## src/rtl/bht_predictor.sv

```systemverilog
// bht_predictor: branch history table of saturating counters for the IF stage.
// Lookup is combinational from the fetch PC; counters are trained from ROB commit
// using the index captured at fetch. Saturating branch/mispredict statistics.
// Optional gshare indexing (global history XOR PC) is enabled by BHT_GSHARE_EN.
module bht_predictor #(
    parameter int ADDR_WIDTH = 32,
    parameter int INDEX_BITS = 6,
    parameter int CTR_BITS   = 2,
    parameter int GHR_BITS   = 6,
    parameter int STAT_WIDTH = 32
) (
    input  logic                  clk,
    input  logic                  rst,
    input  logic                  rdy,
    input  logic [ADDR_WIDTH-1:0] query_pc,
    output logic                  pred_jump,
    output logic [INDEX_BITS-1:0] pred_idx,
    input  logic                  commit_valid,
    input  logic [INDEX_BITS-1:0] commit_idx,
    input  logic                  commit_taken,
    input  logic                  commit_pred,
    output logic [STAT_WIDTH-1:0] stat_branches,
    output logic [STAT_WIDTH-1:0] stat_mispred
);

    localparam int ENTRIES = 1 << INDEX_BITS;
    localparam logic [CTR_BITS-1:0] CTR_WNT = CTR_BITS'((1 << (CTR_BITS - 1)) - 1);
    localparam logic [CTR_BITS-1:0] CTR_MAX = '1;
    localparam logic [STAT_WIDTH-1:0] STAT_MAX = '1;

    // Global history must fit inside the index it is folded into.
    if (GHR_BITS < 1 || GHR_BITS > INDEX_BITS) begin : g_ghr_bits_check
        $error("bht_predictor: GHR_BITS must be in 1..INDEX_BITS");
    end

    logic [CTR_BITS-1:0]   ctr [ENTRIES];
    logic [INDEX_BITS-1:0] pc_idx;
    logic                  update;
    logic                  unused_pc;

    // Commit acceptance: a commit is taken when commit_valid and rdy are both high
    // at a rising edge; there is no back-pressure, so every accepted commit
    // completes in that same cycle and rdy low simply drops commit_valid.
    assign update    = commit_valid & rdy;
    assign pc_idx    = query_pc[INDEX_BITS+1:2];
    assign unused_pc = ^{query_pc[ADDR_WIDTH-1:INDEX_BITS+2], query_pc[1:0]};

`ifdef BHT_GSHARE_EN
    logic [GHR_BITS-1:0]   ghr;
    logic [INDEX_BITS-1:0] ghr_ext;

    // Zero-extend the history to the index width.
    always_comb begin
        ghr_ext                = '0;
        ghr_ext[GHR_BITS-1:0]  = ghr;
    end

    // Committed global history: shift in each accepted resolved direction.
    always_ff @(posedge clk or negedge rst) begin
        if (!rst) begin
            ghr <= '0;
        end else if (update) begin
            ghr <= (ghr << 1) | GHR_BITS'(commit_taken);
        end
    end

    assign pred_idx = pc_idx ^ ghr_ext;
`else
    assign pred_idx = pc_idx;
`endif

    // Prediction reads the pre-update table; no bypass from a same-cycle commit.
    assign pred_jump = ctr[pred_idx][CTR_BITS-1];

    // Counter training from the index recorded at fetch, saturating both ways.
    always_ff @(posedge clk or negedge rst) begin
        if (!rst) begin
            for (int i = 0; i < ENTRIES; i++) begin
                ctr[i] <= CTR_WNT;
            end
        end else if (update) begin
            if (commit_taken) begin
                if (ctr[commit_idx] != CTR_MAX) begin
                    ctr[commit_idx] <= ctr[commit_idx] + 1'b1;
                end
            end else begin
                if (ctr[commit_idx] != '0) begin
                    ctr[commit_idx] <= ctr[commit_idx] - 1'b1;
                end
            end
        end
    end

    // Saturating statistics over accepted commits.
    always_ff @(posedge clk or negedge rst) begin
        if (!rst) begin
            stat_branches <= '0;
            stat_mispred  <= '0;
        end else if (update) begin
            if (stat_branches != STAT_MAX) begin
                stat_branches <= stat_branches + 1'b1;
            end
            if ((commit_taken != commit_pred) && (stat_mispred != STAT_MAX)) begin
                stat_mispred <= stat_mispred + 1'b1;
            end
        end
    end

endmodule

```

## config.mk

```make
export PLATFORM = sky130hd
export DESIGN_NAME = bht_predictor
export DESIGN_NICKNAME = d
export VERILOG_FILES = /design/src/rtl/bht_predictor.sv
export SDC_FILE = /design/constraint.sdc
export NUM_CORES = 1
export LEC_CHECK = 0
export BUFFER_PORTS_ARGS = -buffer_cell sky130_fd_sc_hd__buf_2
export CAP_MARGIN = 20
export CORE_ASPECT_RATIO = 0.6
export CORE_UTILIZATION = 50
export CTS_CLUSTER_DIAMETER = 80
export DETAILED_ROUTE_END_ITERATION = 12
export HOLD_SLACK_MARGIN = 0.08
export MAX_ROUTING_LAYER = met4
export PLACE_DENSITY = 0.74
export SETUP_SLACK_MARGIN = 0.02
export SYNTH_ARGS = -nofsm -noshare
export SYNTH_HDL_FRONTEND = slang
export SYNTH_SLANG_ARGS = --single-unit
```

## constraint.sdc

```tcl
create_clock -name clk -period 8.85 [get_ports clk]
set_input_delay 0 -clock clk [delete_from_list [all_inputs] [get_ports clk]]
set_output_delay 0 -clock clk [all_outputs]
set_load 0.1 [all_outputs]
```

==> impl_summary.txt, run 1 <==
----------------------------------------------------
[Power and ir drop]
  Total power ... about 2.4 mW
  Leakage power total ... roughly 5 nW
  P per Cell Area ... around 210 nW/um^2
  Worst-case vdd ir drop ... 0.000366 V

[Yosys]
  Share of synthesized area occupied by flip-flops and latches ... between 40 and 50%
  Count of state elements after synthesis ... about 190
  Number of instances in the synthesized netlist ... 918
  Synth cell types ... 73
  Fraction of synthesis flops using an asynchronous set or reset pin ... 100%
  Synthesized cell area ... just over 10000 sq um
  Most frequently used flop master after synthesis ... dfrtp_1
  Yosys synthesis warning count ... 0
  Net count of the mapped netlist ... 966
  Syn_area_per_cell ... approximately 11 sq um
  Number of synthesized flops with an enable pin ... 0

[Die]
  Horizontal die dimension ... about 190 microns
  Die Area ... between 20000 and 25000 sq um
  Height of the die ... approximately 110 microns
  Starting density of the core ... about half
  Core Area ... 20100 sq um
  Number of standard-cell rows in the floorplan ... 40
  Top-level port count ... 115

[Setup path]
  Nature of the critical path startpoint ... input pin
  Data arrival time of the worst path ... 5.29 ns
  Cell type group with the largest total delay on the critical path ... simple AND/OR/NAND/NOR gates
  Worst-path maximum fanout ... 23
  Required time at the endpoint of the critical path ... between 9 and 10 ns
  Critical path endpoint category ... flip-flop
  Peak per-stage delay on the critical path ... ~0.67 ns
  Ordered cell list for the critical path ... buf_2, buf_4, and2_1, a22oi_1, o221a_2, o221ai_2, buf_4, nor4_1, ha_1, mux2_2, nor3_1, nand2_1, nor2_1, mux2_2
  Category of the most critical setup path ... in -> reg
  Highest-delay cell along the critical path ... nand2_1
  Number of buffer and inverter stages on the critical path ... 3

[Drt]
  Total Wirelength ... between 20000 and 30000 microns
  Highest layer used for signal routing ... met4
  First-pass iteration count of the detailed router ... 5
  Remaining antenna violation count after routing ... 0
  Detailed-routing wirelength on met1 ... roughly 13000 microns
  Routed length on met3 ... 2210 microns
  Met2 layer wire length in the routed design ... between 10000 and 15000 microns
  Drt via density ... ~6.2
  Post-detailed-route wirelength per cell ... between 20 and 25 microns
  Number of DRC violations after detailed routing ... 0
  Drt first-iter violations ... between 600 and 700
  Via total after detailed routing ... just under 8000

[Timing]
  Summed negative setup slack over all endpoints ... 0 ns
  Least-Margin Pin Slew ... roughly 1.1 ns
  Setup repair after global routing missed its margin ... no
  Shortest clock period the worst path allows after layout ... 4.96 ns
  Final Max Slew Viols ... 0
  Total of endpoints with negative setup slack in the final report ... 0
  Highest achievable clock rate ... approximately 200 MHz
  Final hold viol count ... 0
  Worst hold-check slack ... 0.113 ns
  Final worst-path setup slack ... 3.89 ns
  Clock tree skew after final layout ... 0.0141 ns
  Final Cycle Share ... 56.0%
  Worst slew margin relative to its limit ... between 20 and 30%

[Final layout]
  Number of diodes added for antenna fixing ... 0
  FF/Latch Area ... between 4000 and 5000 sq um
  Multi-input logic area ... roughly 5000 sq um
  Nets@finish ... 1021
  Total of fill cells in the finished design ... roughly 1700
  Most frequent standard cell in the layout excluding fill and tap cells ... dfrtp_1
  Area Growth Syn to Fin ... 11.5%
  Commonest cells after routing, fill and taps aside ... dfrtp_1, mux2_2, buf_2
  Post-layout utilization of the core ... 57.1%
  Share of layout cells above drive strength 1 ... between 30 and 40%

[Worst hold path]
  Class of the tightest hold or removal check ... in -> reg

[Global routing]
  Total global-route track usage ... between 20% and 30%
  Number of global-route vias before repair ... 7422
  Grt ovf ... 0
  Maximum number of pins on one net before global-route repair ... 111
  Number of antenna violations at the first check in global routing ... 0
  First-pass GRT wire length ... between 40000 and 50000 microns

[Clocking]
  CTS Root Cell ... clkbuf_16
  Clk sinks ... between 150 and 200
  Clock input transition at the sequential cells of the worst setup and hold paths ... 0.07 ns
  Maximum root-to-sink buffer count ... 2
  Clock network latency to the later pin of the worst-skew pair ... roughly 0.44 ns
  Post-cts repair resize count ... 0
  Clock tree from TritonCTS ... done
  CTS Buf Count ... 17
  # Post-CTS Setup Buffers ... 0
  H-tree depth ... 4

[Placement]
  Port Buffers ... 88
  Final weighted congestion in routability-driven placement ... about 0.89
  Dpl ws ... 3.59 ns
  Total half-perimeter wirelength after legalization and detailed placement ... approximately 18000 microns

[Run]
  Max-cap violations ... 0

[Outcome]
  Outcome ... completed

----------------------------------------------------
-- per-stage QoR --
| stage | cell area, sq um | cells |
|---|---|---|
| 2_1_floorplan | 10300 | 918 |
| 3_3_place_gp | 10800 | 1225 |
| 3_5_place_dp | 10800 | 1225 |
| 4_1_cts | 11400 | 1258 |
| 5_1_grt | 11500 | 1259 |
| 6_report | 11500 | 1259 |
-- synthesized netlist by cell type (5+ instances only) --
cell type / n / share of area [%]
dfrtp_1: 128 / 31
mux2_2: 93 / 10
o21ai_0: 74 / 3.6
nor2_1: 71 / 2.6
nand2_1: 65 / 2.4
dfstp_2: 64 / 16
xor2_1: 42 / 3.6
clkbuf_1: 36 / 1.3
nor3_1: 30 / 1.5
nand3_1: 28 / 1.4
mux4_2: 26 / 5.7
o31ai_1: 24 / 1.8
nand4_1: 21 / 1.3
xnor2_1: 21 / 1.8
mux2i_1: 20 / 1.9
nor4_1: 13 / 0.79
and4_1: 9 / 0.77
buf_4: 9 / 0.66
nor2b_1: 9 / 0.55
buf_6: 8 / 0.88
a21oi_1: 7 / 0.34
and2_1: 7 / 0.43
buf_2: 7 / 0.34
a221oi_1: 6 / 0.51
a22oi_1: 6 / 0.44
and3_1: 6 / 0.37
inv_1: 6 / 0.22
o22ai_1: 6 / 0.37
nand2b_1: 5 / 0.30
-- cell families (layout without fill, tap and decap cells) --
kind of cell	Yosys count	after routing	share of synthesized area (%)
DFF	192	192	47.5
and+or+nand+nor	291	291	14.3
muxes	143	143	18.7
xor gates and xnor gates	63	63	5.37
buffers and inverters	70	138	3.66
adders and majority gates	4	4	0.487
AOI/OAI and AO/OA	155	155	9.98
-- power by group --
part	switching (mW)	leakage (nW)	internal, mW
Clock	0.345	0.300	0.470
Combinational	0.384	2.33	0.133
Sequential	0.0723	2.39	0.977
Total	0.801	5.01	1.58
-- worst register-to-register path, stage by stage (launching register included) --
cell	delay, ns
dfstp_2	0.37
mux4_1	0.50
mux2i_1	0.21
o22a_2	0.31
inv_1	0.21
or4_1	0.52
ha_1	0.19
mux2_2	0.28
nor3_1	0.32
nand2_1	0.67
nor2_1	0.45
mux2_2	0.37
-- final cells by class --
cell class | instances | share of cell area [%]
Clock buffer | 21 | 4.11
Clock inverter | 11 | 1.34
Inverter | 7 | 0.229
Multi-Input combinational cell | 656 | 43.9
Sequential cell | 192 | 42.6
Tap cell | 273 | 2.98
Timing Repair Buffer | 99 | 4.84
-- worst paths after layout --
kind	start	end	slack [ns]	depth (start not counted)
min in group asynchronous	rst	stat_mispred[14]	0.22	2
worst min-delay path	commit_pred	stat_mispred[8]	0.11	5
worst max-delay path	commit_idx[1]	ctr[37]	3.89	14
max in group asynchronous	rst	asynchronous set/reset pin	7.25	4
worst min register to register	stat_mispred[31]	stat_mispred[31]	0.48	1
worst max register to register	flip-flop	ctr[37]	4.35	11
-- what timing repair did --
action,4_1_cts,5_1_grt
setup endpoints to repair,0,0
hold buffers,1,0
endpoints found under the hold margin,68,0
-- per-layer routing --
metal,vias up,GRT usage (%)
met5,-,-
met4,0,6.34
met3,34,7.01
met2,280,37.1
met1,3957,41.9
li1,3486,-
No activity file was read; power rests on OpenSTA's default activity.
==> inputs of run 2 (changes only) <==
--- a/config.mk
+++ b/config.mk
@@ -5,6 +5,7 @@
 export SDC_FILE = /design/constraint.sdc
 export NUM_CORES = 1
 export LEC_CHECK = 0
+export ABC_AREA = 1
 export BUFFER_PORTS_ARGS = -buffer_cell sky130_fd_sc_hd__buf_2
 export CAP_MARGIN = 20
 export CORE_ASPECT_RATIO = 0.6
@@ -13,7 +14,7 @@
 export DETAILED_ROUTE_END_ITERATION = 12
 export HOLD_SLACK_MARGIN = 0.08
 export MAX_ROUTING_LAYER = met4
-export PLACE_DENSITY = 0.74
+export PLACE_DENSITY = 0.76
 export SETUP_SLACK_MARGIN = 0.02
 export SYNTH_ARGS = -nofsm -noshare
 export SYNTH_HDL_FRONTEND = slang
==> constraint.sdc (replaced) <==
create_clock -name clk -period 4 [get_ports clk]
set_input_delay 0 -clock clk [delete_from_list [all_inputs] [get_ports clk]]
set_output_delay 0 -clock clk [all_outputs]
set_load 0.1 [all_outputs]
==> impl_summary.txt, run 2 <==
----------------------------------------------------
[Outcome]
  Outcome ... completed

[Timing]
  Final Max Slew Viols ... 0 (unchanged)
  Summed negative setup slack over all endpoints ... 0 ns (unchanged)
  Clock tree skew after final layout ... 0.00998 ns (-0.00411 ns)
  Final Cycle Share ... around 84%
  Worst slew margin relative to its limit ... 37.2% (+8.1 points)
  Setup repair after global routing missed its margin ... no
  Total of endpoints with negative setup slack in the final report ... 0 (unchanged)
  Shortest clock period the worst path allows after layout ... about 3.3 ns
  Final worst-path setup slack ... 0.655 ns (-3.24 ns)
  Highest achievable clock rate ... 299 MHz
  Final hold viol count ... 0 (unchanged)
  Least-Margin Pin Slew ... 0.941 ns (-0.113 ns)

[Clocking]
  Clock tree from TritonCTS ... done
  H-tree depth ... 4 (unchanged)
  CTS Buf Count ... 17 (unchanged)
  Clock network latency to the later pin of the worst-skew pair ... 0.44 ns (about the same)
  Clock input transition at the sequential cells of the worst setup and hold paths ... 0.07 ns (about the same)
  Post-cts repair resize count ... 0 (unchanged)
  Clk sinks ... 192 (unchanged)
  Maximum root-to-sink buffer count ... 2 (unchanged)
  CTS Root Cell ... clkbuf_16

[Yosys]
  Count of state elements after synthesis ... 192 (unchanged)
  Number of instances in the synthesized netlist ... 1706 (+86%)
  Syn_area_per_cell ... 6.74 sq um (-40%)
  Synth cell types ... 31 (-58%)
  Cell with the most instances after synthesis ... nand2_1
  Number of synthesized flops with an enable pin ... 0 (unchanged)
  Top-area cell type share of the netlist area ... 27.8% (-3.3 points)
  Yosys synthesis warning count ... 0 (unchanged)
  Cell type with the highest aggregate area in the netlist ... dfrtp_1
  Most area-consuming cells after synthesis ... dfrtp_1, nand2_1, dfstp_2, nand3_1, inv_1
  Synthesized cell area ... 11500 sq um (+12%)
  Most instantiated cells after synthesis ... nand2_1, inv_1, nand3_1
  Share of synthesized area occupied by flip-flops and latches ... 42.5% (-5.0 points)
  Fraction of synthesis flops using an asynchronous set or reset pin ... 100% (unchanged)
  Net count of the mapped netlist ... 1754 (+82%)
  Most frequently used flop master after synthesis ... dfrtp_1

[Power and ir drop]
  Part of the power in the clock network ... 32.1% (-2.1 points)
  Design internal power ... 3.52 mW (+120%)
  Worst-case vdd ir drop ... 0.000460 V (+26%)
  Sw Ratio ... 38.3% (+4.7 points)
  Sw Pwr ... 2.19 mW (+170%)
  Leakage power total ... 5.99 nW (+20%)
  Fraction of power consumed by sequential logic ... 41.7% (-2.4 points)
  Comb power frac ... 26.2% (+4.5 points)
  P per Cell Area ... 448 nW/um^2 (+120%)

[Final layout]
  Number of diodes added for antenna fixing ... 0 (unchanged)
  Commonest cells after routing, fill and taps aside ... nand2_1, inv_1, nand3_1
  Most frequent standard cell in the layout excluding fill and tap cells ... nand2_1
  Area Growth Syn to Fin ... 10.9%
  Nets@finish ... 1809 (+77%)
  Share of layout cells above drive strength 1 ... 11.6% (-22 points)

[Die]
  Number of standard-cell rows in the floorplan ... 42 (+5.0%)
  Starting density of the core ... 51.6% (+0.40 points)
  Die Area ... 23600 sq um (+12%)
  Height of the die ... 119 microns (+5.7%)
  Top-level port count ... 115 (unchanged)
  Horizontal die dimension ... 198 microns (+5.7%)
  Core Area ... 22300 sq um (+11%)

[Drt]
  Drt via density ... 5.38 (-13%)
  Remaining antenna violation count after routing ... 0 (unchanged)
  First-pass iteration count of the detailed router ... 6 (+1)
  Number of DRC violations after detailed routing ... 0 (unchanged)
  Total Wirelength ... 34600 microns (+27%)
  Drt first-iter violations ... 1358 (+100%)
  Post-detailed-route wirelength per cell ... 16.6 microns (-23%)
  Via total after detailed routing ... 11200 (+44%)

[Global routing]
  Grt ovf ... 0 (unchanged)
  Maximum number of pins on one net before global-route repair ... 113 (+1.8%)
  First-pass GRT wire length ... 54700 microns (+26%)
  Number of antenna violations at the first check in global routing ... 0 (unchanged)
  Total global-route track usage ... 31.1% (+3.3 points)
  Number of global-route vias before repair ... 10200 (+38%)

[Placement]
  Total half-perimeter wirelength after legalization and detailed placement ... 23500 microns (+32%)
  Port Buffers ... 88 (unchanged)
  Dpl ws ... 0.474 ns (-3.11 ns)
  Final weighted congestion in routability-driven placement ... 0.999 (+12%)

[Setup path]
  Category of the most critical setup path ... in -> reg
  Critical path endpoint category ... flip-flop
  Required time at the endpoint of the critical path ... 4.31 ns (-4.87 ns)
  Worst-path maximum fanout ... 20 (-13%)
  Data arrival time of the worst path ... 3.65 ns (-1.64 ns)
  Nature of the critical path startpoint ... input pin

[Worst hold path]
  Class of the tightest hold or removal check ... in -> reg

[Run]
  Max-cap violations ... 0 (unchanged)

----------------------------------------------------
==> run 2: what timing repair did <==
item	CTS	global route
buffers inserted	0	0
hold buffers	2	0
hold endpoints to repair	80	0
==> run 2: area by class of cell <==
cell class	count	area [sq um]
clock inverter	14	191
clock buffer	18	429
inverter	186	698
tap	308	385
multi-input combinational	1263	5580
sequential	192	4880
timing repair buffer	101	589
fill	2184	9530
==> run 2: final timing paths <==
check / start / slack, ns / cells after the start / endpoint
max: commit_idx[1] / 0.66 / 20 / ctr[69]
min: rdy / 0.13 / 5 / stat_branches[16]
max reg2reg: flip-flop / 0.83 / 18 / ctr[69]
min reg2reg: flip-flop / 0.47 / 2 / flip-flop
max in group asynchronous: rst / 2.54 / 3 / asynchronous set/reset pin
min in group asynchronous: rst / 0.26 / 2 / ctr[61]
==> run 2: cells by family after synthesis <==
logic type | count (synthesis) | share of synthesized area (%)
AOI/OAI and AO/OA | 123 | 5.46
DFF | 192 | 42.5
and+or+nand+nor | 1085 | 38.4
buffers and inverters | 251 | 9.34
xor gates and xnor gates | 51 | 3.88
adders and majority gates | 4 | 0.435
==> run 2: stage by stage <==
stage / instances / utilization [%] / cell area [sq um] / total power [mW] / hold slack (ns)
after floorplan: 1706 / - / 11500 / 3.53 / -0.296
after global placement: 2048 / 54.4 / 12100 / 3.86 / 0.207
after global routing: 2082 / 57.2 / 12800 / 5.95 / 0.162
after CTS: 2082 / 57.2 / 12800 / 5.72 / 0.127
after detailed placement: 2048 / 54.4 / 12100 / 3.89 / 0.208
final: 2082 / 57.2 / 12800 / 5.71 / 0.129
==> run 2: worst max-delay path: stages <==
cell and delay, ns:
buf_2 0.43, clkinv_1 0.19, nor2_2 0.55, nand3_1 0.14
nand2_1 0.19, o21ai_1 0.11, nand2_1 0.13, nor2_4 0.05
nand2_1 0.07, inv_1 0.05, ha_1 0.16, inv_1 0.06
nor2_1 0.04, a211oi_2 0.14, buf_4 0.17, nand3_1 0.56
nor2_1 0.36, inv_1 0.11, nand2_1 0.06, o21ai_0 0.07
==> run 2: per-layer routing <==
layer	track usage, %	share of wire [%]	up-vias
met5	-	0	-
met4	7.66	1.5	0
met3	10.8	13	50
met2	39.8	39	551
met1	46.0	47	5192
li1	-	-	5398
==> run 2: power groups by stage <==
stage               Sequential (mW)  Combinational (mW)  Clock (mW)
finish                         2.38                1.50        1.84
global route                   2.41                1.60        1.94
CTS                            2.38                1.49        1.86
detailed placement             2.41                1.48           0
global placement               2.40                1.46           0
floorplan                      2.96               0.564           0
